--- config.mk ---
export PLATFORM = sky130hd
export DESIGN_NAME = instr_encoder
export DESIGN_NICKNAME = d
export VERILOG_FILES = /design/src/rtl/instr_encoder.sv
export SDC_FILE = /design/constraint.sdc
export NUM_CORES = 1
export LEC_CHECK = 0
export CORE_ASPECT_RATIO = 2
export CORE_MARGIN = 2
export CORE_UTILIZATION = 49
export DETAILED_ROUTE_END_ITERATION = 10
export PLACE_DENSITY = 0.86
export SLEW_MARGIN = 20
export SYNTH_ARGS = -nofsm -noshare
export SYNTH_HDL_FRONTEND = slang
export SYNTH_SLANG_ARGS = --single-unit
--- constraint.sdc ---
create_clock -name clk -period 5.5 [get_ports clk]
set_input_delay 1.375 -clock clk [delete_from_list [all_inputs] [get_ports clk]]
set_output_delay 1.375 -clock clk [all_outputs]
set_load 0.005 [all_outputs]
--- src/rtl/instr_encoder.sv ---
// Packs ARM field tuples into instruction words and streams them into memory.
// Optional tuple legality checking is enabled with `define ENC_CHECK_EN.
module instr_encoder #(
    parameter int unsigned ADDR_W    = 6,
    parameter logic [31:0] BASE_ADDR = 32'h0
) (
    input  logic              clk,
    input  logic              reset,
    input  logic              start,
    input  logic              in_valid,
    output logic              in_ready,
    input  logic              in_last,
    input  logic [3:0]        in_cond,
    input  logic [1:0]        in_op,
    input  logic [5:0]        in_funct,
    input  logic [3:0]        in_rn,
    input  logic [3:0]        in_rd,
    input  logic [11:0]       in_src2,
    output logic              mem_we,
    output logic [31:0]       mem_adr,
    output logic [31:0]       mem_wd,
    input  logic              mem_ack,
    output logic [ADDR_W:0]   count,
    output logic              done,
    output logic              full,
    output logic              err
);

    localparam int unsigned DEPTH = 2 ** ADDR_W;

    typedef enum logic [1:0] {
        S_IDLE,
        S_ACCEPT,
        S_WRITE,
        S_DONE
    } state_t;

    state_t          state_q, state_d;
    logic [31:0]     adr_q, adr_d;
    logic [31:0]     wd_q, wd_d;
    logic [ADDR_W:0] count_q, count_d;
    logic [ADDR_W:0] count_inc;
    logic            full_q, full_d;
    logic            last_q, last_d;
    logic            reject;
    logic            take;

    assign count_inc = count_q + 1'b1;
    assign take      = (state_q == S_ACCEPT) && in_valid;

`ifdef ENC_CHECK_EN
    logic err_q, err_d;

    always_comb begin
        reject = 1'b0;
        case (in_op)
            2'b11: reject = 1'b1;
            2'b00: begin
                case (in_funct[4:1])
                    4'b0100, 4'b0010, 4'b0000, 4'b1100, 4'b0001: reject = 1'b0;
                    default:                                     reject = 1'b1;
                endcase
            end
            2'b10:   reject = (in_funct[5:4] != 2'b10);
            default: reject = 1'b0;
        endcase
        err_d = take && reject;
    end

    always_ff @(posedge clk) begin
        if (reset) err_q <= 1'b0;
        else       err_q <= err_d;
    end

    assign err = err_q;
`else
    assign reject = 1'b0;
    assign err    = 1'b0;
`endif

    always_comb begin
        state_d = state_q;
        adr_d   = adr_q;
        wd_d    = wd_q;
        count_d = count_q;
        full_d  = full_q;
        last_d  = last_q;
        case (state_q)
            S_IDLE, S_DONE: begin
                if (start) begin
                    count_d = '0;
                    full_d  = 1'b0;
                    adr_d   = BASE_ADDR;
                    state_d = S_ACCEPT;
                end
            end
            S_ACCEPT: begin
                // A rejected tuple is still consumed; in_last on it ends the load without a write.
                if (take) begin
                    if (reject) begin
                        if (in_last) state_d = S_DONE;
                    end else begin
                        wd_d    = {in_cond, in_op, in_funct, in_rn, in_rd, in_src2};
                        last_d  = in_last;
                        state_d = S_WRITE;
                    end
                end
            end
            S_WRITE: begin
                if (mem_ack) begin
                    count_d = count_inc;
                    adr_d   = adr_q + 32'd4;
                    if (last_q) begin
                        state_d = S_DONE;
                    end else if (count_inc == (ADDR_W + 1)'(DEPTH)) begin
                        full_d  = 1'b1;
                        state_d = S_DONE;
                    end else begin
                        state_d = S_ACCEPT;
                    end
                end
            end
            default: state_d = S_IDLE;
        endcase
    end

    always_ff @(posedge clk) begin
        if (reset) begin
            state_q <= S_IDLE;
            adr_q   <= BASE_ADDR;
            wd_q    <= '0;
            count_q <= '0;
            full_q  <= 1'b0;
            last_q  <= 1'b0;
        end else begin
            state_q <= state_d;
            adr_q   <= adr_d;
            wd_q    <= wd_d;
            count_q <= count_d;
            full_q  <= full_d;
            last_q  <= last_d;
        end
    end

    assign in_ready = (state_q == S_ACCEPT);
    assign mem_we   = (state_q == S_WRITE);
    assign done     = (state_q == S_DONE);
    assign mem_adr  = adr_q;
    assign mem_wd   = wd_q;
    assign count    = count_q;
    assign full     = full_q;

endmodule

======== Word level (Yosys, flattened, before mapping) ========
Index checks and enable logic that the tools add are counted.
storage, ports and cells
  register bits ........................... 75
  logic and storage cells ................. 42
cells by class
  mux-type cells .......................... 17
  equal/unequal tests ..................... 9
  add/sub/neg operators ................... 2
  reduce and logical (&&, ||, !) cells .... 8
operators with widths
  kind                     count
  $mux W32                 2
  $pmux W32 S2             1
  $add A32 B3 Y32 const B  1
  $mux W7                  2
  $pmux W7 S2              1
  $mux W2                  5
  $add A7 B1 Y7 const B    1
  $eq A7 B7 Y1 const B     1
  $ne A2 B1 Y1 const B     3
  $pmux W2 S3              1
  $reduce_and A3 Y1        2
  $reduce_and A5 Y1        1
  $eq A2 B2 Y1 const B     2
  $mux W1                  4
  $ne A2 B2 Y1 const B     2
  $eq A2 B1 Y1 const B     1
  $logic_not A2 Y1         1
  $pmux W1 S2              1
  $reduce_and A2 Y1        1
  $reduce_bool A2 Y1       1
  $reduce_or A2 Y1         1
  $logic_and A1 B1 Y1      1

======== Longest topological paths before layout ========
  depth after elaboration ................. 6
  mapped depth ............................ 8
  depth with buffers taken out ............ 6

======== Least setup slack after synthesis ========
OpenSTA, ideal clock, no wires.
  path type ............................... input-to-reg
  start ................................... input mem_ack
  end ..................................... register adr_q[24] (netlist: mem_adr[24])
  buffers on the path ..................... 1
  required time ........................... 5,428 ps
  slack ................................... 2,948 ps
  stages .................................. 5
  arrival ................................. 2,480 ps
  cell sequence ........................... nand2b_1 > nand3_1 > clkbuf_1 > nor4_1 > mux2i_1
on the way
  longest elaborated chain between the ends .. 2
RTL lines
  element                             line  source
  start: declaration                  22    input logic mem_ack,
  $ne A2 B1 Y1 (no source line)       -
  $reduce_and A3 Y1 (no source line)  -
  end signal: assignment              137   adr_q <= adr_d;
  end: declaration                    39    logic [31:0] adr_q, adr_d;
Every way passes these cells.
A chain may end at the register's enable or synchronous reset.

======== Worst setup path after layout ========
  start ................................... input start
  end ..................................... register adr_q[22] (netlist: mem_adr[22])
on the way
  longest elaborated chain between the ends .. 2
RTL lines
  element                             line  source
  start: declaration                  9     input logic start,
  $ne A2 B2 Y1 (no source line)       -
  $reduce_and A3 Y1 (no source line)  -
Every way passes these cells.

==> impl_metrics.ini <==
[global_routing]
grt-ovfl-total = 0
antenna_found_initial = 0
track_usage_pct = 24.71
grt_pass1_vias = 3101
grt_max_degree = 56
grt_pass1_wl_microns = 14100

[floorplan]
initial_core_util_pct = 50.27
dieArea_sq_um = 7451
die_height_microns = 120.1
rows = 42
core_sq_um = 6569
ios = 114
chipWidth_microns = 62.05

[setup_path]
r2r_cells = 6
startpoint = start
critPathCaptureType = register
cp_data_required_time_ns = 5.77
r2r_start = state_q[0]
worstSetupEndpoint = mem_adr[22]
crit_type = in2reg
rrSetupSlack_ns = 3.14
rr_endpoint = mem_adr[22]
cp_max_fo = 18
arrival_ns = 3.37
critPathLaunchType = input pin

[yosys]
synth_compound_area_share_pct = 14.40
synth_xor_xnor_area_share_pct = 1.061
synth-warning-count = 0
synth_top_family_by_area = simple AND/OR/NAND/NOR gates
synthSimpleGateAreaFrac_pct = 30.20
synthMuxAreaShare_pct = 3.031
synth_area_sq_um = 3302
synth_top_flop_cell = dfxtp_1
synth_cell_types = 43
synth_fa_ha_area_share_pct = 2.274
yosysSeqAreaShare_pct = 44.26
synth_edf_count = 0
syn_area_per_cell_sq_um = 8.153
synth_seq_cells = 73
async_reset_ff_share_pct = 0
synth_cells = 405

[placed_design]
pre_cts_slack_ns = 2.055
dp_hpwl_microns = 6126
placedCellCount = 576
place_congestion = 0.7814
placed_area_sq_um = 4380
io_buffers = 110

[cells_and_area]
drive_gt1_share_pct = 4.563
instances_no_fill = 592
final_cell_area_sq_um = 4712
diodes = 0
nNetsFinal = 543
area_delta_synth_final_pct = 42.71

[pwr]
p_leak_nw = 1.574
p_per_area_nw_per_um2 = 283.9
peakVddDrop_uv = 193.2

[detailed_routing]
antenna_left = 0
dr.pass1.iters = 4
vias_per_cell = 5.456
wire_per_inst_microns = 14.48
drtIter0Drc = 247
vias = 3230
drc_errors = 0
wl_microns = 8573

[timing]
hold_viol = 0
worst_slack_ns = 2.392
grt_setup_unrepaired = false
post-route-min-period_ns = 3.108
min_period_over_period_pct = 56.50
fmax_mhz = 321.8
slew_viol_final = 0
slew_headroom_pct = 28.91
clock_skew_ns = 0.004766
setup_viol = 0
worst_slew_pin_slew_ns = 1.064
tns_ns = 0

[clock_tree]
postCtsSetupRepairBufs = 0
cts-buffers-inserted = 9
htreeDepth = 3
clk_path_buf_depth = 2
cts_tree = built
clk_pin_slew_ns = 0.06
ctsHoldBuffers = 0
clkLatencyLatePin_ns = 0.34
cts_num_sinks = 73
cts-root-buf = clkbuf_16
ctsResizeCount = 0

[run_status]
outcome = finished clean

[hold_path]
min_path_type = reg2reg
whs_path_depth = 2

[job]
drv_cap = 0
==> cells in the mapped netlist, drive strengths merged (2+ instances only) <==
library cell  instances  share of area [%]
nand3b                2               0.45
nor3                  9                1.4
a31oi                 2               0.38
o31ai                10                2.3
ha                    6                2.3
or2                   2               0.38
xnor2                 2               0.53
a211oi                3               0.68
and4                  8                2.2
nand3                10                1.5
a21oi                53                8.0
buf                   8                1.7
nand2                91                 10
clkbuf               21                2.4
dfxtp                73                 44
or4                  10                2.3
o21a                  3               0.68
and2                  4               0.76
mux2i                10                3.0
a22oi                 2               0.45
inv                   5               0.57
nand4b                2               0.53
and3                  2               0.38
nor4b                 2               0.53
nor2                 14                1.6
xor2                  2               0.53
nor2b                 3               0.57
nor4                  9                1.7
nand2b                2               0.38
or3                  12                2.3
o21ai                 7                1.1
nand4                 9                2.2
==> through the flow <==
stage | utilization [%] | hold slack [ns] | total power [W]
floorplan | - | 0.4439 | 0.0006413
global placement | 66.69 | 0.4416 | 0.0007093
detailed placement | 66.69 | 0.4481 | 0.0007133
CTS | 71.71 | 0.4533 | 0.001352
global route | 71.73 | 0.4696 | 0.001386
finish | 71.73 | 0.4522 | 0.001338
==> cells by family after synthesis <==
family / Yosys count
other: 1
and+or+nand+nor: 194
buffers and inverters: 34
muxes: 10
DFF: 73
AOI/OAI and AO/OA: 83
adders and majority gates: 6
xor gates and xnor gates: 4
==> worst min-delay path by stage <==
stage | end | slack, ns | startpoint
2_1_floorplan | full | 0.44 | last_q
3_3_place_gp | mem_wd[3] | 0.44 | mem_wd[3]
3_5_place_dp | mem_wd[26] | 0.45 | mem_wd[26]
4_1_cts | mem_wd[26] | 0.45 | mem_wd[26]
5_1_grt | mem_wd[16] | 0.47 | mem_wd[16]
6_report | mem_wd[26] | 0.45 | mem_wd[26]
==> cells in the final DEF (no fill, tap or decap), types with 8 or more instances in the layout <==
cell type,count
clkdlybuf4s50_1,109
nand2_1,91
dfxtp_1,73
a21oi_1,53
nor2_1,14
or3_1,12
nand3_1,10
mux2i_1,10
o31ai_1,10
or4_1,10
nor4_1,9
nor3_1,9
clkbuf_16,9
nand4_1,8
==> flip-flops by register name, indices dropped and copies added (netlist names) <==
register,count
count,7
full,1
last_q,1
mem_adr,30
mem_wd,32
state_q,2
==> power breakdown <==
part / internal, W / total, W / switching (W)
Combinational: 0.0000710 / 0.000146 / 0.0000752
Sequential: 0.000546 / 0.000556 / 0.0000100
Clock: 0.000420 / 0.000636 / 0.000216
Total: 0.00104 / 0.00134 / 0.000302
==> layout make-up <==
cell class                 instances  area (sq um)
timing repair buffer             110          1096
clock inverter                     5         77.57
multi-input combinational        300          1695
clock buffer                      11         252.7
inverter                           5         18.77
tap                               88         110.1
fill                             543          1857
sequential                        73          1461
==> critical path, cell delays in order <==
cell and delay (ns):
clkdlybuf4s50_1 0.52, nand2b_1 0.24, nand3_1 0.46, or4_1 0.63, a21oi_1 0.15
==> layer usage <==
metal | part of all wire, % | global-route usage [%] | vias to the layer above
li1 | - | - | 1626
met1 | 37 | 26.28 | 1492
met2 | 55 | 42.45 | 99
met3 | 6.7 | 8.082 | 13
met4 | 1.7 | 9.840 | 0
met5 | 0 | 0 | -
Note: power is estimated with default switching activity, not from simulation.
==> RTL edit 1: new RTL, same flow settings <==
Change the parameter `ADDR_W` from 6 to 5.
--- a/src/rtl/instr_encoder.sv
+++ b/src/rtl/instr_encoder.sv
@@ -3,3 +3,3 @@
 module instr_encoder #(
-    parameter int unsigned ADDR_W    = 6,
+    parameter int unsigned ADDR_W    = 5,
     parameter logic [31:0] BASE_ADDR = 32'h0
Ports: changed (resized count); port bits go from 114 to 113. No check against the original RTL was run, so the function may have changed too.
==> RTL edit 1 against the unedited design <==
  * Worst setup slack got worse by 320 ps
  * Clock power up 7.7%
  * Power is 3.1% higher
  * Utilization up 3.2 points
  * Sequential cell count down 1
  * Routed wire length is 5.6% lower
  * Synthesized area fell by 7.0%
  * Final area is 3.7% lower
  * Critical endpoint is now mem_adr[28]$_SDFFE_PP0P_
==> RTL edit 1: results (changes against the unedited design) <==
INFO  metric timing_worst_slew_pin_value = 1030 ps (-32.2 ps)
INFO  metric hold_slack = 454 ps (+1.43 ps)
INFO  metric drive_gt1_frac = 0.0536 (+0.00797)
INFO  metric leakage = 1.55 nW (-1.6%)
INFO  metric global_route.usage.total = 0.257 (+0.0104)
INFO  metric fillers = 458 (-16%)
INFO  metric worst_r2r_path_depth = 7 (+1)
INFO  metric fin_worst_skew = 6.37 ps (+1.60 ps)
INFO  metric initialDrtViolationCount = 223 (-9.7%)
INFO  metric dpl_cell_area = 4180 um2 (-4.6%)
INFO  metric syn-instance-count = 381 (-5.9%)
INFO  metric gp_routability_congestion = 0.844 (+8.0%)
INFO  metric netlist_top_cells_count = nand2_1 (74), dfxtp_1 (72), a21oi_1 (46)
INFO  metric routed-via-count = 2,984 (-7.6%)
INFO  metric share_of_synthesized_area_occupied_by_flip_flops_and_latches = 0.470 (+0.0270)
INFO  metric placed_cells = 553 (-4.0%)
INFO  metric r2r-end = mem_adr[28]$_SDFFE_PP0P_
INFO  metric irDropWorstVdd = 0.229 mV (+18%)
INFO  metric num-nets-final = 524 (-3.5%)
INFO  metric grt_first_pass_wirelength = 13.7 mm (-3.1%)
INFO  metric routed_wirelength = 8.09 mm (-5.6%)
INFO  metric timing.critical_path.slowest_cell_delay = 730 ps (+100 ps)
INFO  metric design_power_total = 1.38 mW (+3.1%)
INFO  metric routedWlPerCell = 14.2 um (-1.8%)
INFO  metric outcome = complete, no violations
INFO  metric number_of_distinct_library_cell_variants_in_the_gate_level_netlist_after_synthesis = 39 (-9.3%)
INFO  metric port_buffers = 109 (-0.91%)
INFO  metric synth_area_leaders = dfxtp_1 (47%), nand2_1 (9.1%), a21oi_1 (7.5%), nor2_1 (4.5%), xnor2_1 (3.4%)
==> RTL edit 1: metal layers <==
metal	global-route usage	vias to the layer above	part of all wire
met3	0.0636	21	0.063
met1	0.266	1390	0.36
met5	0	-	0
met4	0.159	0	0.032
met2	0.446	92	0.54
li1	-	1481	-
==> RTL edit 1: layout make-up <==
type / count / area, um2 / area share
Multi-Input combinational cell: 276 / 1490 / 0.329
Sequential cell: 72 / 1440 / 0.318
Timing Repair Buffer: 111 / 1110 / 0.244
Clock buffer: 11 / 253 / 0.0557
Tap cell: 84 / 105 / 0.0232
Clock inverter: 5 / 103 / 0.0226
Inverter: 10 / 37.5 / 0.00828
==> RTL edit 1: critical path: cells and delay by family <==
kind | cells | cell delay (ps)
buffers and inverters | 1 | 500
AOI/OAI and AO/OA | 1 | 170
and+or+nand+nor | 4 | 1650
==> RTL edit 1: worst max-delay path by stage <==
stage               start                       end  slack [ps]  cells past startpoint
CTS                 start  mem_adr[28]$_SDFFE_PP0P_        2100                      6
finish              start  mem_adr[28]$_SDFFE_PP0P_        2070                      6
detailed placement  start  mem_adr[28]$_SDFFE_PP0P_        1760                      6
floorplan           start  mem_adr[24]$_SDFFE_PP0P_        2620                      7
global route        start  mem_adr[26]$_SDFFE_PP0P_        1940                      6
global placement    start  mem_adr[24]$_SDFFE_PP0P_        1870                      6
==> RTL edit 1: logic make-up after synthesis <==
logic type / after synthesis / synth area share
flip-flops: 72 / 0.470
AND/OR/NAND/NOR: 179 / 0.277
other: 1 / 0.00122
adder cells (fa/ha/maj): 6 / 0.0245
buffers and inverters: 35 / 0.0489
AO/OA/AOI/OAI: 66 / 0.116
XOR/XNOR: 22 / 0.0628
==> RTL edit 2: new RTL, same flow settings <==
Without the edit above. The 4 states of `state_t` get a one-hot encoding in 4 bits.
--- a/src/rtl/instr_encoder.sv
+++ b/src/rtl/instr_encoder.sv
@@ -30,7 +30,7 @@
 
-    typedef enum logic [1:0] {
-        S_IDLE,
-        S_ACCEPT,
-        S_WRITE,
-        S_DONE
+    typedef enum logic [3:0] {
+        S_IDLE   = 4'b0001,
+        S_ACCEPT = 4'b0010,
+        S_WRITE  = 4'b0100,
+        S_DONE   = 4'b1000
     } state_t;
Function: same outputs for any inputs over 10 cycles, from zero or initial values and one cycle with reset high; not proved beyond that.
==> RTL edit 2 against the unedited design <==
  * Cell count rose by 4.2%
  * Synthesized area rose by 7.1%
  * Die area rose by 6.7%
  * Sequential cell count rose by 2
  * Routed wire length rose by 15%
  * Power fell by 9.9%
  * Utilization fell by 1.0 points
  * Final area rose by 4.2%
  * Worst setup slack got worse by 320 ps
  * Largest power group unchanged
==> RTL edit 2: results (changes against the unedited design) <==
INFO  metric outcome = complete, no violations
INFO  metric leakage = 1.54 nW (-2.2%)
INFO  metric dpl_cell_area = 4600 um2 (+5.0%)
INFO  metric netlist_top_cells_count = nand2_1 (85), dfxtp_1 (75), a21oi_1 (63)
INFO  metric routed_wirelength = 9.89 mm (+15%)
INFO  metric detail_route.vias_per_cell = 5.96 (+9.2%)
INFO  metric slowest_stage = or4b_4
INFO  metric dp_hpwl = 7.10 mm (+16%)
INFO  metric multi_input_area_share = 0.374 (+0.0144)
INFO  metric bufAreaShareNonClock = 0.230 (-0.00294)
INFO  metric worst-path-max-fanout = 15 (-3)
INFO  metric grt_start_max_net_pins = 46 (-18%)
INFO  metric synth_area_leaders = dfxtp_1 (42%), nand2_1 (9.0%), a21oi_1 (8.9%), o31ai_1 (3.6%), or4_1 (3.2%)
INFO  metric synth_mux_area_frac = 0.0113 (-0.0190)
INFO  metric irDropWorstVdd = 0.236 mV (+22%)
INFO  metric share_of_synthesized_area_occupied_by_flip_flops_and_latches = 0.425 (-0.0180)
INFO  metric yosys_register_bits = 75 (+2.7%)
INFO  metric grt_first_pass_wirelength = 16.1 mm (+14%)
INFO  metric placed_cells = 600 (+4.2%)
INFO  metric seq_share = 0.306 (-0.00425)
INFO  metric clkbuf_count = 15 (+4)
INFO  metric timing.critical_path.slowest_cell_delay = 610 ps (-20 ps)
INFO  metric fillers = 552 (+1.7%)
INFO  metric gp_routability_congestion = 0.820 (+5.0%)
INFO  metric critical_path.top_delay_family = buffers and inverters
INFO  metric drive_gt1_frac = 0.0626 (+0.0170)
INFO  metric fin_worst_skew = 3.75 ps (-1.02 ps)
INFO  metric num-nets-final = 562 (+3.5%)
INFO  metric layout.non_clock_buffers = 113 (+2.7%)
INFO  metric inverters_excl_clock = 10 (+5)
INFO  metric crit_path_dat = 2050 ps (-1320 ps)
INFO  metric post_synth_fa_ha_maj_area_fraction = 0.00708 (-0.0157)
INFO  metric detail_route.first_pass.iterations = 5 (+1)
INFO  metric first_global_vias = 3,604 (+16%)
INFO  metric multiInputCombCellCount = 313 (+4.3%)
INFO  metric synth_compound_area_frac = 0.206 (+0.0616)
INFO  metric area_delta_synth_final = 38.8%
INFO  metric initialDrtViolationCount = 296 (+20%)
INFO  metric clk_share = 0.0596 (-0.0105)
INFO  metric synth_xor_area_frac = 0.00495 (-0.00566)
INFO  metric syn-instance-count = 432 (+6.7%)
INFO  metric number_of_distinct_library_cell_variants_in_the_gate_level_netlist_after_synthesis = 56 (+30%)
RTL edit 2: cell count changes after synthesis, moves of 5 or more:
cell,before,now
o31ai_1,10,17
or3_1,12,7
nor2_1,14,9
nand2_1,91,85
a21oi_1,53,63
nor3_1,9,1
nand3_1,10,15
mux2i_1,10,4
or4_1,10,15
buf_2,0,6
inv_1,5,10
nand4_1,8,13
RTL edit 2: metal layers:
metal,GRT usage,share of wire,vias up,routed length [um]
met5,0,0,-,0
li1,-,-,1765,-
met1,0.239,0.34,1730,3330
met2,0.493,0.55,153,5470
met3,0.0732,0.079,27,778
met4,0.129,0.031,0,302
RTL edit 2: worst reg2reg max path: stages (launching register included):
cell	delay, ps
dfxtp_1	570
and4bb_2	400
o31ai_4	190
buf_6	220
or4_2	610
a21oi_1	160
RTL edit 2: final timing paths:
kind / startpoint / endpoint / slack, ps / depth (start not counted)
min: mem_wd[29]$_SDFFE_PP0P_ / mem_wd[29]$_SDFFE_PP0P_ / 450 / 2
max reg2reg: state_q[3]$_SDFFE_PP0P_ / mem_adr[9]$_SDFFE_PP0P_ / 3270 / 5
max: state_q[1]$_SDFFE_PP0P_ / mem_we / 2070 / 3
min reg2reg: mem_wd[29]$_SDFFE_PP0P_ / mem_wd[29]$_SDFFE_PP0P_ / 450 / 2
RTL edit 2: where the power goes:
part / leakage, nW / internal [mW] / switching [mW]
Sequential: 0.605 / 0.549 / 0.00791
Combinational: 0.789 / 0.0423 / 0.0387
Clock: 0.146 / 0.354 / 0.214
Total: 1.54 / 0.945 / 0.260
RTL edit 2: cells by family (layout without fill, tap and decap cells):
logic type                 after synthesis  in the layout
AOI/OAI and AO/OA                      117            117
buffers and inverters                   46            139
adders and majority gates                2              2
DFF                                     75             75
muxes                                    4              4
other                                    1              3
and+or+nand+nor                        185            185
xor gates and xnor gates                 2              2
